File: src/rtl/tpu_c_reader.sv
// Drains the C accumulators of the DIM x DIM MAC array onto a valid/ready stream.
// Latency: start accepted at edge N -> first beat valid after edge N+1 (seen at N+2);
//          one SEL cycle per row, then one beat per accepted handshake.
// Backpressure: out_ready low stalls the beat; data/row/col hold and out_valid stays high.
//
// Optional feature macro: TPU_C_READER_SAT_EN
//   defined   -> out_data is the signed saturation of the accumulator to BITS_OUT bits,
//                and the extra output sat_flag marks clamped beats.
//   undefined -> out_data is the two's-complement truncation (low BITS_OUT bits).
//
// Ports:
//   clk, rst_n           clock, asynchronous active-low reset
//   start                begin a full-array drain (only honoured in IDLE)
//   c_row_in             DIM accumulators of the selected row, column c at [c*BITS_C +: BITS_C]
//   row_sel              row select to the array read mux
//   out_valid/out_ready  output stream handshake
//   out_data             converted result word
//   out_row/out_col      array coordinates of the current beat
//   busy                 high whenever not IDLE
//   sat_flag             (macro only) beat value was clamped
//   done                 one-cycle pulse after the last beat is accepted
module tpu_c_reader #(
    parameter int BITS_C   = 16,
    parameter int BITS_OUT = 8,
    parameter int DIM      = 8
) (
    input  logic                   clk,
    input  logic                   rst_n,
    input  logic                   start,
    input  logic [DIM*BITS_C-1:0]  c_row_in,
    output logic [$clog2(DIM)-1:0] row_sel,
    output logic                   out_valid,
    input  logic                   out_ready,
    output logic [BITS_OUT-1:0]    out_data,
    output logic [$clog2(DIM)-1:0] out_row,
    output logic [$clog2(DIM)-1:0] out_col,
    output logic                   busy,
`ifdef TPU_C_READER_SAT_EN
    output logic                   sat_flag,
`endif
    output logic                   done
);

    localparam int            RW   = $clog2(DIM);
    localparam logic [RW-1:0] LAST = RW'(DIM - 1);

    typedef enum logic [1:0] {IDLE, SEL, STREAM, DONE} state_t;

    state_t              state_q;
    logic [RW-1:0]       row_q;
    logic [RW-1:0]       col_q;
    logic [RW-1:0]       row_d;
    logic [RW-1:0]       col_d;
    logic [BITS_C-1:0]   buf_q [DIM];
    logic                out_valid_q;
    logic [BITS_OUT-1:0] out_data_q;
    logic                busy_q;
    logic                done_q;
    logic                hs;

    assign row_d = row_q + RW'(1);
    assign col_d = col_q + RW'(1);
    assign hs    = out_valid_q & out_ready;

`ifdef TPU_C_READER_SAT_EN
    localparam logic signed [BITS_C-1:0] SAT_MAX = BITS_C'((1 << (BITS_OUT - 1)) - 1);
    localparam logic signed [BITS_C-1:0] SAT_MIN = ~SAT_MAX;

    logic sat_flag_q;

    function automatic logic [BITS_OUT-1:0] conv(input logic [BITS_C-1:0] w);
        logic signed [BITS_C-1:0] s;
        s = $signed(w);
        if (s > SAT_MAX) begin
            s = SAT_MAX;
        end else if (s < SAT_MIN) begin
            s = SAT_MIN;
        end
        return BITS_OUT'(s);
    endfunction

    function automatic logic clamped(input logic [BITS_C-1:0] w);
        return ($signed(w) > SAT_MAX) || ($signed(w) < SAT_MIN);
    endfunction

    assign sat_flag = sat_flag_q;
`else
    function automatic logic [BITS_OUT-1:0] conv(input logic [BITS_C-1:0] w);
        return BITS_OUT'(w);
    endfunction
`endif

    always_ff @(posedge clk or negedge rst_n) begin
        if (!rst_n) begin
            state_q     <= IDLE;
            row_q       <= '0;
            col_q       <= '0;
            out_valid_q <= 1'b0;
            out_data_q  <= '0;
            busy_q      <= 1'b0;
            done_q      <= 1'b0;
            for (int c = 0; c < DIM; c++) begin
                buf_q[c] <= '0;
            end
`ifdef TPU_C_READER_SAT_EN
            sat_flag_q  <= 1'b0;
`endif
        end else begin
            case (state_q)
                IDLE: begin
                    if (start) begin
                        state_q <= SEL;
                        row_q   <= '0;
                        col_q   <= '0;
                        busy_q  <= 1'b1;
                    end
                end
                SEL: begin
                    // Whole row captured at once; beat 0 is preloaded so the
                    // stream starts on the very next cycle.
                    for (int c = 0; c < DIM; c++) begin
                        buf_q[c] <= c_row_in[c*BITS_C +: BITS_C];
                    end
                    out_data_q  <= conv(c_row_in[0 +: BITS_C]);
`ifdef TPU_C_READER_SAT_EN
                    sat_flag_q  <= clamped(c_row_in[0 +: BITS_C]);
`endif
                    out_valid_q <= 1'b1;
                    state_q     <= STREAM;
                end
                STREAM: begin
                    if (hs) begin
                        if (col_q != LAST) begin
                            col_q      <= col_d;
                            out_data_q <= conv(buf_q[col_d]);
`ifdef TPU_C_READER_SAT_EN
                            sat_flag_q <= clamped(buf_q[col_d]);
`endif
                        end else begin
                            out_valid_q <= 1'b0;
`ifdef TPU_C_READER_SAT_EN
                            sat_flag_q  <= 1'b0;
`endif
                            if (row_q != LAST) begin
                                row_q   <= row_d;
                                col_q   <= '0;
                                state_q <= SEL;
                            end else begin
                                done_q  <= 1'b1;
                                state_q <= DONE;
                            end
                        end
                    end
                end
                DONE: begin
                    // start is deliberately not looked at here.
                    done_q  <= 1'b0;
                    busy_q  <= 1'b0;
                    row_q   <= '0;
                    col_q   <= '0;
                    state_q <= IDLE;
                end
                default: state_q <= IDLE;
            endcase
        end
    end

    // The row counter only moves on entry to SEL or on return to IDLE,
    // so it doubles as the array read select.
    assign row_sel   = row_q;
    assign out_row   = row_q;
    assign out_col   = col_q;
    assign out_valid = out_valid_q;
    assign out_data  = out_data_q;
    assign busy      = busy_q;
    assign done      = done_q;

endmodule

File: config.mk
export PLATFORM = sky130hd
export DESIGN_NAME = tpu_c_reader
export DESIGN_NICKNAME = d
export VERILOG_FILES = /design/src/rtl/tpu_c_reader.sv
export SDC_FILE = /design/constraint.sdc
export NUM_CORES = 1
export LEC_CHECK = 0
export ABC_CLOCK_PERIOD_IN_PS = 2000
export BUFFER_PORTS_ARGS = -buffer_cell sky130_fd_sc_hd__buf_4
export CORE_UTILIZATION = 35
export DETAILED_ROUTE_END_ITERATION = 16
export PLACE_DENSITY = 0.73
export SLEW_MARGIN = 10
export SYNTH_ARGS = -nofsm -noshare
export SYNTH_HDL_FRONTEND = slang
export SYNTH_SLANG_ARGS = --single-unit
File: constraint.sdc
create_clock -name clk -period 2 [get_ports clk]
set_clock_uncertainty 0.2 [all_clocks]
set_input_delay 0.4 -clock clk [delete_from_list [all_inputs] [get_ports clk]]
set_output_delay 0.4 -clock clk [all_outputs]
set_load 0.02 [all_outputs]
After elaboration in Yosys (flattened, before gate mapping)
Cells that the tools add are included.
{ "totals": {"ff_bits": 147, "in_bits": 132, "out_inout_bits": 20, "elab_cells": 73} }
{ "op_classes": {"n_addsub": 2, "magnitude_cmp": 1, "eq_ne": 12, "muxes": 29, "bitwise": 2, "reduce_logical": 12} }
{ "op_table": {"columns": ["operator", "count"], "rows": [
  ["$bmux 16 s3", 1],
  ["$mux 8", 4],
  ["$mux 3", 7],
  ["$pmux 3 s3", 2],
  ["$pmux 8 s2", 1],
  ["$ne 2x2->1 const B", 6],
  ["$ne 3x3->1 const B", 3],
  ["$reduce_and 3->1", 3],
  ["$mux 2", 4],
  ["$pmux 2 s4", 1],
  ["$reduce_and 4->1", 2],
  ["$add 3x1->3 const B", 2],
  ["$mux 1", 6],
  ["$pmux 1 s2", 3],
  ["$reduce_bool 2->1", 3],
  ["$reduce_and 5->1", 1],
  ["$eq 2x2->1 const B", 2],
  ["$ge 4x4->1 const B", 1],
  ["$not 3->4", 1],
  ["$reduce_bool 3->1", 1],
  ["$eq 2x1->1 const B", 1],
  ["$logic_not 2->1", 1],
  ["$reduce_and 2->1", 1],
  ["$and 1x1->1", 1]
]} }

Depth between registers and ports, before layout
Gate-level depths: netlist of run 1.
{ "depth": {"word_depth": 8, "depth_mapped": 7, "ltp_nobuf": 6} }

Worst setup path after synthesis of run 1
OpenSTA, ideal clock, no wires.
{ "synth_path": {"path_type": "register to register", "from": "register col_q[0], in the netlist out_col[0]", "to": "register out_data_q[0], in the netlist out_data[0]", "setup_time_ns": 0.121, "t_arrival_ns": 1.799, "t_required_ns": 1.679, "setup_slack_ns": -0.120, "path_stages_with_launch": 7, "n_path_buf": 1, "period_less_slack_ns": 2.120, "cell_sequence": "dfrtp_1 -> ha_1 -> ha_1 -> or4_1 -> buf_2 -> o22ai_1 -> nor2_1"} }
{ "synth_via": {"elab_chain_cells": 8, "elab_cells_between_ends": 11, "classes_between": "add/sub: 1; eq/ne: 2; mux: 6; bitwise: 1; reduce/logical: 1"} }
{ "synth_rtl": {"columns": ["item", "line_no", "source"], "rows": [
  ["from (decl)", "51", "logic [RW-1:0] col_q;"],
  ["from (signal assigned)", "134", "col_q <= col_d;"],
  ["$add 3x1->3", "62", "assign col_d = col_q + RW'(1);"],
  ["$not 3->4 (implied by the code)", "135", "out_data_q <= conv(buf_q[col_d]);"],
  ["$bmux 16 s3", "135", null],
  ["$mux 8 (implied by the code) (2 in series)", "135", null],
  ["$mux 8", "133", "if (col_q != LAST) begin"],
  ["$mux 8", "132", "if (hs) begin"],
  ["$pmux 8 s2", "109", "case (state_q)"],
  ["to (signal assigned)", "124", "out_data_q <= conv(c_row_in[0 +: BITS_C]);"],
  ["to (signal assigned)", "135", null],
  ["to (decl)", "56", "logic [BITS_OUT-1:0] out_data_q;"]
]} }
Parallel ways exist; a longest one is shown, timed or not. The select of a mux whose other input is x is not followed.
A chain may end at the register's enable or synchronous reset.

Worst setup path in the final report of run 1
{ "layout_path": {"from": "register col_q[0], in the netlist out_col[0]", "to": "register out_data_q[6], in the netlist out_data[6]"} }
Same word-level chain as after synthesis.

==> impl_results.md, run 1 <==
- Worst slew margin: 70.98%
- Antenna violations before repair: 0
- Synth top area share: 55.43%
- Growth of design area from synthesis to finish: 30.38%
- GR Util All Layers: 17.90%
- Post-synth top area cell: sky130_fd_sc_hd__dfrtp_1
- Class of the most critical hold timing path: primary input to flip-flop
- Net count of the mapped netlist: ~520
- Initial core utilization: 36.14%
- Cell with the most instances on the worst path: sky130_fd_sc_hd__ha_4
- Sum of buffers and inverters on the critical path: 0
- Maximum number of pins on one net before global-route repair: 65
- Reg-to-reg slack, setup: 0.06 ns
- Worst setup slack after placement: -0.04992 ns
- CP Data Arrival Time: just under 2 ns
- Net count of the finished layout: approximately 610
- Worst hold margin: 0.02567 ns
- Count of flip-flops with a built-in enable after synthesis: 0
- Number of antenna repair diodes: 0
- Startpoint type of the worst setup path: flip-flop
- Final sum of negative setup slack: 0 ns
- Via count of the first global-routing pass: between 3000 and 4000
- Footprint of the multi-input gates: 1605 um2
- Worst slew pin tran: 0.4353 ns
- Share of synthesized area occupied by flip-flops and latches: 55.43%
- Horizontal die dimension: ~110 um
- CTS tree: built
- Peak clock frequency supported by timing: between 0.5 and 0.6 GHz
- Number of flip-flops and latches in the synthesized netlist: 83
- Number of design-rule violations left by the first detailed-router iteration: 120
- Average vias per placed instance: between 4 and 5
- Worst reg2reg endpoint: out_data[6]
- Total Wirelength: 9081 um
- Most used flip-flop cell after synthesis: sky130_fd_sc_hd__dfrtp_1
- Standard cell core area: 10370 um2
- Clock Root Buffer: sky130_fd_sc_hd__clkbuf_8
- TritonCTS Buffers: 9
- Detailed-route via count: 2962
- Cell with the largest stage delay on the worst path: sky130_fd_sc_hd__or4_4
- Overall overflow remaining after global route: 0
- Total clock sinks: 83
- Final Core Density: around 47%
- Post-route ant nets: 0
- Vertical die dimension: 105.5 um
- Total number of placement rows: 37
- Top cells by count, synth: sky130_fd_sc_hd__nand2_1, sky130_fd_sc_hd__dfrtp_1, sky130_fd_sc_hd__o22ai_1
- Final Critical Period: between 1.5 and 2 ns
- IO Port Bufs: 87
- Wire length per cell: 14.69 um
- Global-route wire length before repair: 15160 um
- Top cells by area, synth: sky130_fd_sc_hd__dfrtp_1, sky130_fd_sc_hd__nand2_1, sky130_fd_sc_hd__mux4_2, sky130_fd_sc_hd__o22ai_1, sky130_fd_sc_hd__ha_1
- Total count of max-transition violations in the final report: 0
- Number of instances in the synthesized netlist: 385
- Category of cells accounting for the largest share of critical-path delay: simple AND/OR/NAND/NOR gates
- Total power density per cell area: 1436 nW/um2
- Syn_area_per_cell: 9.733 um2
- Launching point of the worst reg2reg path: out_col[0]
- VDD IR max: a little under 0.0008 V
- Post-Syn Area: 3747 um2
- DR DRC count: 0
- Share of async-settable or async-resettable flops after synthesis: 100.0%
- Number of levels the H-tree was split into: 3
- Die Footprint: 11130 um2
- Sequential standard cell area: 2079 um2
- CTS clock-pin slew for the worst setup and hold paths: 0.08 ns
- RSZ-0062 raised after global routing: no
- Top Ports: 152
- Detailed Routing Iterations Pass 1: 4
- Share of layout cells above drive strength 1: 31.95%
- Peak fanout along the critical path: 8
- Netlist cell types: 32
- Leakage power figure: 2.482 nW
- Worst hold path startpoint: c_row_in[116]
- Longest individual stage delay on the worst path: 0.62 ns
- HPWL after detailed placement: approximately 6300 um
- Number of cells on the worst reg-to-reg path: 5
- Fill cells: 982
- CP Class: flip-flop to flip-flop
- Required @ worst endpoint: 2.04 ns
- Top-count cell post-synth: sky130_fd_sc_hd__nand2_1
- Number of max-cap violations: 0
- Cells along the critical path: ha_4 -> ha_4 -> or4_4 -> o22ai_2 -> nor2_1
- Endpoint class of the critical path: flip-flop
- End of the worst hold path: buf_q[4]
- Worst path setup slack after routing: 0.05531 ns
- Run status: finished clean
- Final setup violation count: 0
- Buffer depth of the longest clock path: 2
- Final Hold Vio Count: 0
- Final GP Congestion: 0.7782
- Hold path cells: 3
- Period utilisation layout: 97.23%
- Synth Warn #: 0
- Clk Latency, worst-skew pair: 0.36 ns
-- layout make-up --
class | count | area share [%]
Tap cell | 136 | 3.483
Clock buffer | 14 | 3.329
Sequential cell | 83 | 42.56
Clock inverter | 2 | 0.2049
Timing Repair Buffer | 107 | 17.34
Multi-Input combinational cell | 273 | 32.86
Inverter | 3 | 0.2305
-- worst reg2reg max path: stages, from the launching register on --
cell and delay [ns]:
sky130_fd_sc_hd__dfrtp_2 0.43, sky130_fd_sc_hd__ha_4 0.19, sky130_fd_sc_hd__ha_4 0.17, sky130_fd_sc_hd__or4_4 0.62, sky130_fd_sc_hd__o22ai_2 0.14, sky130_fd_sc_hd__nor2_1 0.08
-- worst max path at each step --
| stage | start | endpoint | slack (ns) | depth (start not counted) |
|---|---|---|---|---|
| 5_1_grt | out_col[0] | out_data[6] | 0.002 | 5 |
| 4_1_cts | out_col[0] | out_data[6] | 0.02 | 6 |
| 2_1_floorplan | out_col[1] | out_data[3] | 0.01 | 6 |
| 3_3_place_gp | out_col[0] | out_data[5] | -0.007 | 7 |
| 6_report | out_col[0] | out_data[6] | 0.06 | 5 |
| 3_5_place_dp | out_col[0] | out_data[5] | -0.05 | 7 |
-- layout by cell type, fill, tap and decap left out --
cell / Yosys / layout
sky130_fd_sc_hd__a21oi_1: 2 / 2
sky130_fd_sc_hd__a22o_1: 3 / 3
sky130_fd_sc_hd__a31o_2: 1 / 1
sky130_fd_sc_hd__a31oi_1: 1 / 1
sky130_fd_sc_hd__a32o_1: 1 / 1
sky130_fd_sc_hd__and3_1: 1 / 1
sky130_fd_sc_hd__buf_12: 0 / 3
sky130_fd_sc_hd__buf_4: 5 / 102
sky130_fd_sc_hd__buf_6: 2 / 1
sky130_fd_sc_hd__clkbuf_1: 4 / 3
sky130_fd_sc_hd__clkbuf_8: 0 / 11
sky130_fd_sc_hd__clkinv_2: 0 / 2
sky130_fd_sc_hd__dfrtp_1: 83 / 81
sky130_fd_sc_hd__dfrtp_2: 0 / 2
sky130_fd_sc_hd__dlygate4sd3_1: 0 / 1
sky130_fd_sc_hd__ha_1: 5 / 2
sky130_fd_sc_hd__ha_4: 0 / 3
sky130_fd_sc_hd__inv_1: 3 / 3
sky130_fd_sc_hd__mux2_2: 1 / 1
sky130_fd_sc_hd__mux2i_1: 2 / 2
sky130_fd_sc_hd__mux4_2: 16 / 16
sky130_fd_sc_hd__nand2_1: 196 / 196
sky130_fd_sc_hd__nand2b_2: 0 / 1
sky130_fd_sc_hd__nand2b_4: 1 / 1
sky130_fd_sc_hd__nand3_1: 1 / 1
sky130_fd_sc_hd__nand4_1: 1 / 1
sky130_fd_sc_hd__nor2_1: 12 / 12
sky130_fd_sc_hd__nor2b_1: 2 / 1
sky130_fd_sc_hd__nor2b_4: 0 / 1
sky130_fd_sc_hd__nor3_1: 2 / 2
sky130_fd_sc_hd__nor3b_2: 0 / 1
sky130_fd_sc_hd__o21ai_0: 2 / 2
sky130_fd_sc_hd__o21ai_1: 1 / 1
sky130_fd_sc_hd__o22ai_1: 17 / 12
sky130_fd_sc_hd__o22ai_2: 1 / 6
sky130_fd_sc_hd__o31ai_2: 1 / 1
sky130_fd_sc_hd__or4_4: 0 / 1
-- through the flow --
step	total power [mW]	cell area, um2	std cells
final	7.016	4886	618
after global routing	7.549	4886	618
after CTS	7.051	4848	619
after detailed placement	5.893	4634	602
after global placement	5.777	4634	602
after floorplan	4.856	3762	385
-- cell families after synthesis --
group / share of synthesized area, %
simple gates: 22.84
flops: 55.43
compound gates: 5.543
buf+inv: 4.074
mux: 10.45
fa+ha+maj: 1.669
-- registers in the layout (all words and copies together) (netlist names) --
name,cells
buf_q,64
out_data,8
out_col,3
out_row,3
state_q,2
busy,1
done,1
out_valid,1
-- repair_timing --
action,4_1_cts,5_1_grt
hold endpoints to repair,30,0
pin swaps,0,1
gates resized for setup,6,6
setup buffers,0,0
endpoints found under the setup margin,7,9
hold buffers,1,0
-- where the power goes --
group / total [mW] / leakage [nW] / switching [mW] / internal (mW)
logic: 3.05 / 1.38 / 1.60 / 1.45
registers: 2.88 / 1.01 / 0.423 / 2.45
clock network: 1.09 / 0.0905 / 0.571 / 0.517
-- routing by layer --
layer	global-route usage [%]	routed length (um)
met5	0	0
met4	4.930	98
met3	4.886	447
met2	29.61	4428
met1	23.10	4107
(Power assumes the default switching activity.)
==> inputs of run 2 (changes only) <==
--- a/config.mk
+++ b/config.mk
@@ -5,11 +5,11 @@
 export SDC_FILE = /design/constraint.sdc
 export NUM_CORES = 1
 export LEC_CHECK = 0
-export ABC_CLOCK_PERIOD_IN_PS = 2000
+export ABC_CLOCK_PERIOD_IN_PS = 1900
 export BUFFER_PORTS_ARGS = -buffer_cell sky130_fd_sc_hd__buf_4
 export CORE_UTILIZATION = 35
 export DETAILED_ROUTE_END_ITERATION = 16
-export PLACE_DENSITY = 0.73
+export PLACE_DENSITY = 0.71
 export SLEW_MARGIN = 10
 export SYNTH_ARGS = -nofsm -noshare
 export SYNTH_HDL_FRONTEND = slang
==> constraint.sdc (replaced) <==
create_clock -name clk -period 1.9 [get_ports clk]
set_clock_uncertainty 0.2 [all_clocks]
set_input_delay 0.38 -clock clk [delete_from_list [all_inputs] [get_ports clk]]
set_output_delay 0.38 -clock clk [all_outputs]
set_load 0.02 [all_outputs]
==> impl_results.md, run 2 (same netlist as run 1, synthesis figures left out) <==
- Required @ worst endpoint: 1.93 ns (-0.11 ns)
- Worst slew margin: 78.57% (+7.6 points)
- Number of antenna repair diodes: 0 (unchanged)
- Total number of placement rows: 37 (unchanged)
- Share of layout cells above drive strength 1: 31.73% (-0.22 points)
- Net count of the finished layout: 612 (-0.33%)
- Initial core utilization: 36.14% (unchanged)
- TritonCTS Buffers: 9 (unchanged)
- Global-route wire length before repair: 14710 um (-3.0%)
- Longest individual stage delay on the worst path: 0.59 ns (-0.03 ns)
- Standard cell core area: 10370 um2 (unchanged)
- Total power density per cell area: 1518 nW/um2 (+5.7%)
- Fill cells: 995 (+1.3%)
- Peak fanout along the critical path: 8 (unchanged)
- Worst path setup slack after routing: -0.03493 ns (-0.09024 ns)
- Endpoint class of the critical path: flip-flop
- Category of cells accounting for the largest share of critical-path delay: simple AND/OR/NAND/NOR gates
- Period utilisation layout: 101.8% (+4.6 points)
- Die Footprint: 11130 um2 (unchanged)
- Worst hold margin: 0.01903 ns (-0.006643 ns)
- Final Core Density: 47.15% (about the same)
- Sum of buffers and inverters on the critical path: 0 (unchanged)
- Antenna violations before repair: 0 (unchanged)
- Startpoint type of the worst setup path: flip-flop
- GR Util All Layers: 17.11% (-0.78 points)
- Horizontal die dimension: 105.5 um (unchanged)
- Internal power of the cells: 4.760 mW (+7.7%)
- Detailed Routing Iterations Pass 1: 4 (unchanged)
- Violated checks: negative setup slack
- Top Ports: 152 (unchanged)
- Clk Latency, worst-skew pair: 0.35 ns (about the same)
- Commonest cells after routing, fill and taps aside: sky130_fd_sc_hd__nand2_1, sky130_fd_sc_hd__buf_4, sky130_fd_sc_hd__dfrtp_1
- Most frequent standard cell in the layout excluding fill and tap cells: sky130_fd_sc_hd__nand2_1
- CP Data Arrival Time: 1.96 ns (-0.03 ns)
- Run status: finished, violations left
- Clock Root Buffer: sky130_fd_sc_hd__clkbuf_8
- Sw Ratio: 35.89% (-1.1 points)
- Cell with the most instances on the worst path: sky130_fd_sc_hd__ha_4
- Worst setup slack after placement: -0.01782 ns (+0.03210 ns)
- Worst slew pin tran: 0.3190 ns (-0.1162 ns)
- RSZ-0062 raised after global routing: yes
- Final Critical Period: 1.935 ns (-0.009760 ns)
- Peak clock frequency supported by timing: 0.5168 GHz (+0.50%)
- CTS clock-pin slew for the worst setup and hold paths: 0.09 ns (about the same)
- Total count of max-transition violations in the final report: 0 (unchanged)
- Average vias per placed instance: 4.772 (-0.43%)
- CTS tree: built
- Wire length per cell: 14.13 um (-3.8%)
- Number of max-cap violations: 0 (unchanged)
- Class of the most critical hold timing path: primary input to flip-flop
- Fraction of power consumed by sequential logic: 40.9% (about the same)
- Total Wirelength: 8689 um (-4.3%)
- HPWL after detailed placement: 6210 um (-1.8%)
- IO Port Bufs: 87 (unchanged)
- Final sum of negative setup slack: -0.03888 ns (-0.03888 ns)
- Number of levels the H-tree was split into: 3 (unchanged)
- CP Class: flip-flop to flip-flop
- Via count of the first global-routing pass: 3088 (+2.3%)
- Clock network fraction of design power: 17.2% (+1.7 points)
- DR DRC count: 0 (unchanged)
- Number of design-rule violations left by the first detailed-router iteration: 132 (+10%)
- Most flop-heavy register: buf_q
- Total clock sinks: 83 (unchanged)
- Detailed-route via count: 2935 (-0.91%)
- Overall power after layout: 7.425 mW (+5.8%)
- Leakage power figure: 2.478 nW (-0.16%)
- Cell with the largest stage delay on the worst path: sky130_fd_sc_hd__or4_4
- Growth of design area from synthesis to finish: 30.48% (about the same)
- Combinational fraction of design power: 41.9% (-1.6 points)
- Final Hold Vio Count: 0 (unchanged)
- Flip-flop count of the largest register after layout: 64 (unchanged)
- VDD IR max: 0.0006178 V (-21%)
- Overall overflow remaining after global route: 0 (unchanged)
- Final GP Congestion: 0.8265 (+6.2%)
- Cells along the critical path: ha_4 -> ha_4 -> or4_4 -> o22ai_1 -> nor2_1
- Switching pwr: 2.665 mW (+2.6%)
- Post-route ant nets: 0 (unchanged)
- Vertical die dimension: 105.5 um (unchanged)
- Buffer depth of the longest clock path: 2 (unchanged)
- Final setup violation count: 2 (+2)
- Maximum number of pins on one net before global-route repair: 65 (unchanged)
run 2: changes by cell type in the layout (fill, tap and decap cells not counted), moves of 2 or more:
| cell | delta |
|---|---|
| sky130_fd_sc_hd__o22ai_1 | +4 |
| sky130_fd_sc_hd__o22ai_2 | -4 |
| sky130_fd_sc_hd__buf_4 | -3 |
| sky130_fd_sc_hd__clkbuf_1 | -3 |
| sky130_fd_sc_hd__clkinvlp_4 | +2 |
run 2: worst paths after layout:
| path | slack (ns) | cells past startpoint | start | end |
|---|---|---|---|---|
| setup / recovery | -0.03 | 5 | out_col[0] | out_data[6] |
| hold / removal | 0.02 | 3 | c_row_in[17] | buf_q[97] |
| setup reg to reg | -0.03 | 5 | out_col[0] | out_data[6] |
| hold reg to reg | 0.27 | 2 | buf_q[22] | buf_q[22] |
| max in group asynchronous | 0.67 | 3 | rst_n | out_col[2] |
| min in group asynchronous | 0.22 | 2 | rst_n | out_row[1] |
run 2: per-layer routing:
metal  wire [um]  vias up  global-route usage, %
met5           0        -                      0
met4         139        0                  6.841
met3         370       13                  2.968
met2        4209       90                  27.77
met1        3969     1395                  22.80
li1            -     1437                      -
run 2: cell type report:
cell class              count  area [um2]  area share [%]
clock buffers              11       151.4           3.096
repair buffers            105       844.6           17.27
flip-flops and latches     83        2081           42.55
clock inverters             4       50.05           1.024
well taps                 136       170.2           3.480
multi-input cells         273        1582           32.34
inverters                   3       11.26          0.2303
run 2: tightest hold or removal path, stage by stage:
cell and delay, ns:
sky130_fd_sc_hd__buf_4 0.08, sky130_fd_sc_hd__nand2_1 0.04, sky130_fd_sc_hd__nand2_1 0.05
run 2: power by group through the flow:
| stage | Clock (mW) | Combinational [mW] | Sequential, mW |
|---|---|---|---|
| final | 1.28 | 3.11 | 3.03 |
| after detailed placement | 0 | 3.15 | 3.06 |
| after global routing | 1.41 | 3.46 | 3.14 |
| after floorplan | 0 | 2.07 | 3.08 |
| after global placement | 0 | 3.08 | 3.02 |
| after CTS | 1.32 | 3.16 | 3.03 |
run 2: timing repair:
action | 4_1_cts | 5_1_grt
pin swaps | 0 | 1
endpoints found under the setup margin | 6 | 13
hold buffers | 1 | 0
resized for setup | 0 | 5
gates cloned | 0 | 0
hold endpoints to repair | 58 | 0
buffers inserted | 1 | 1
run 2: stage by stage:
stage / instances / cell area (um2)
global placement: 597 / 4646
global route: 615 / 4890
detailed placement: 597 / 4646
CTS: 614 / 4865
finish: 615 / 4890
floorplan: 385 / 3804
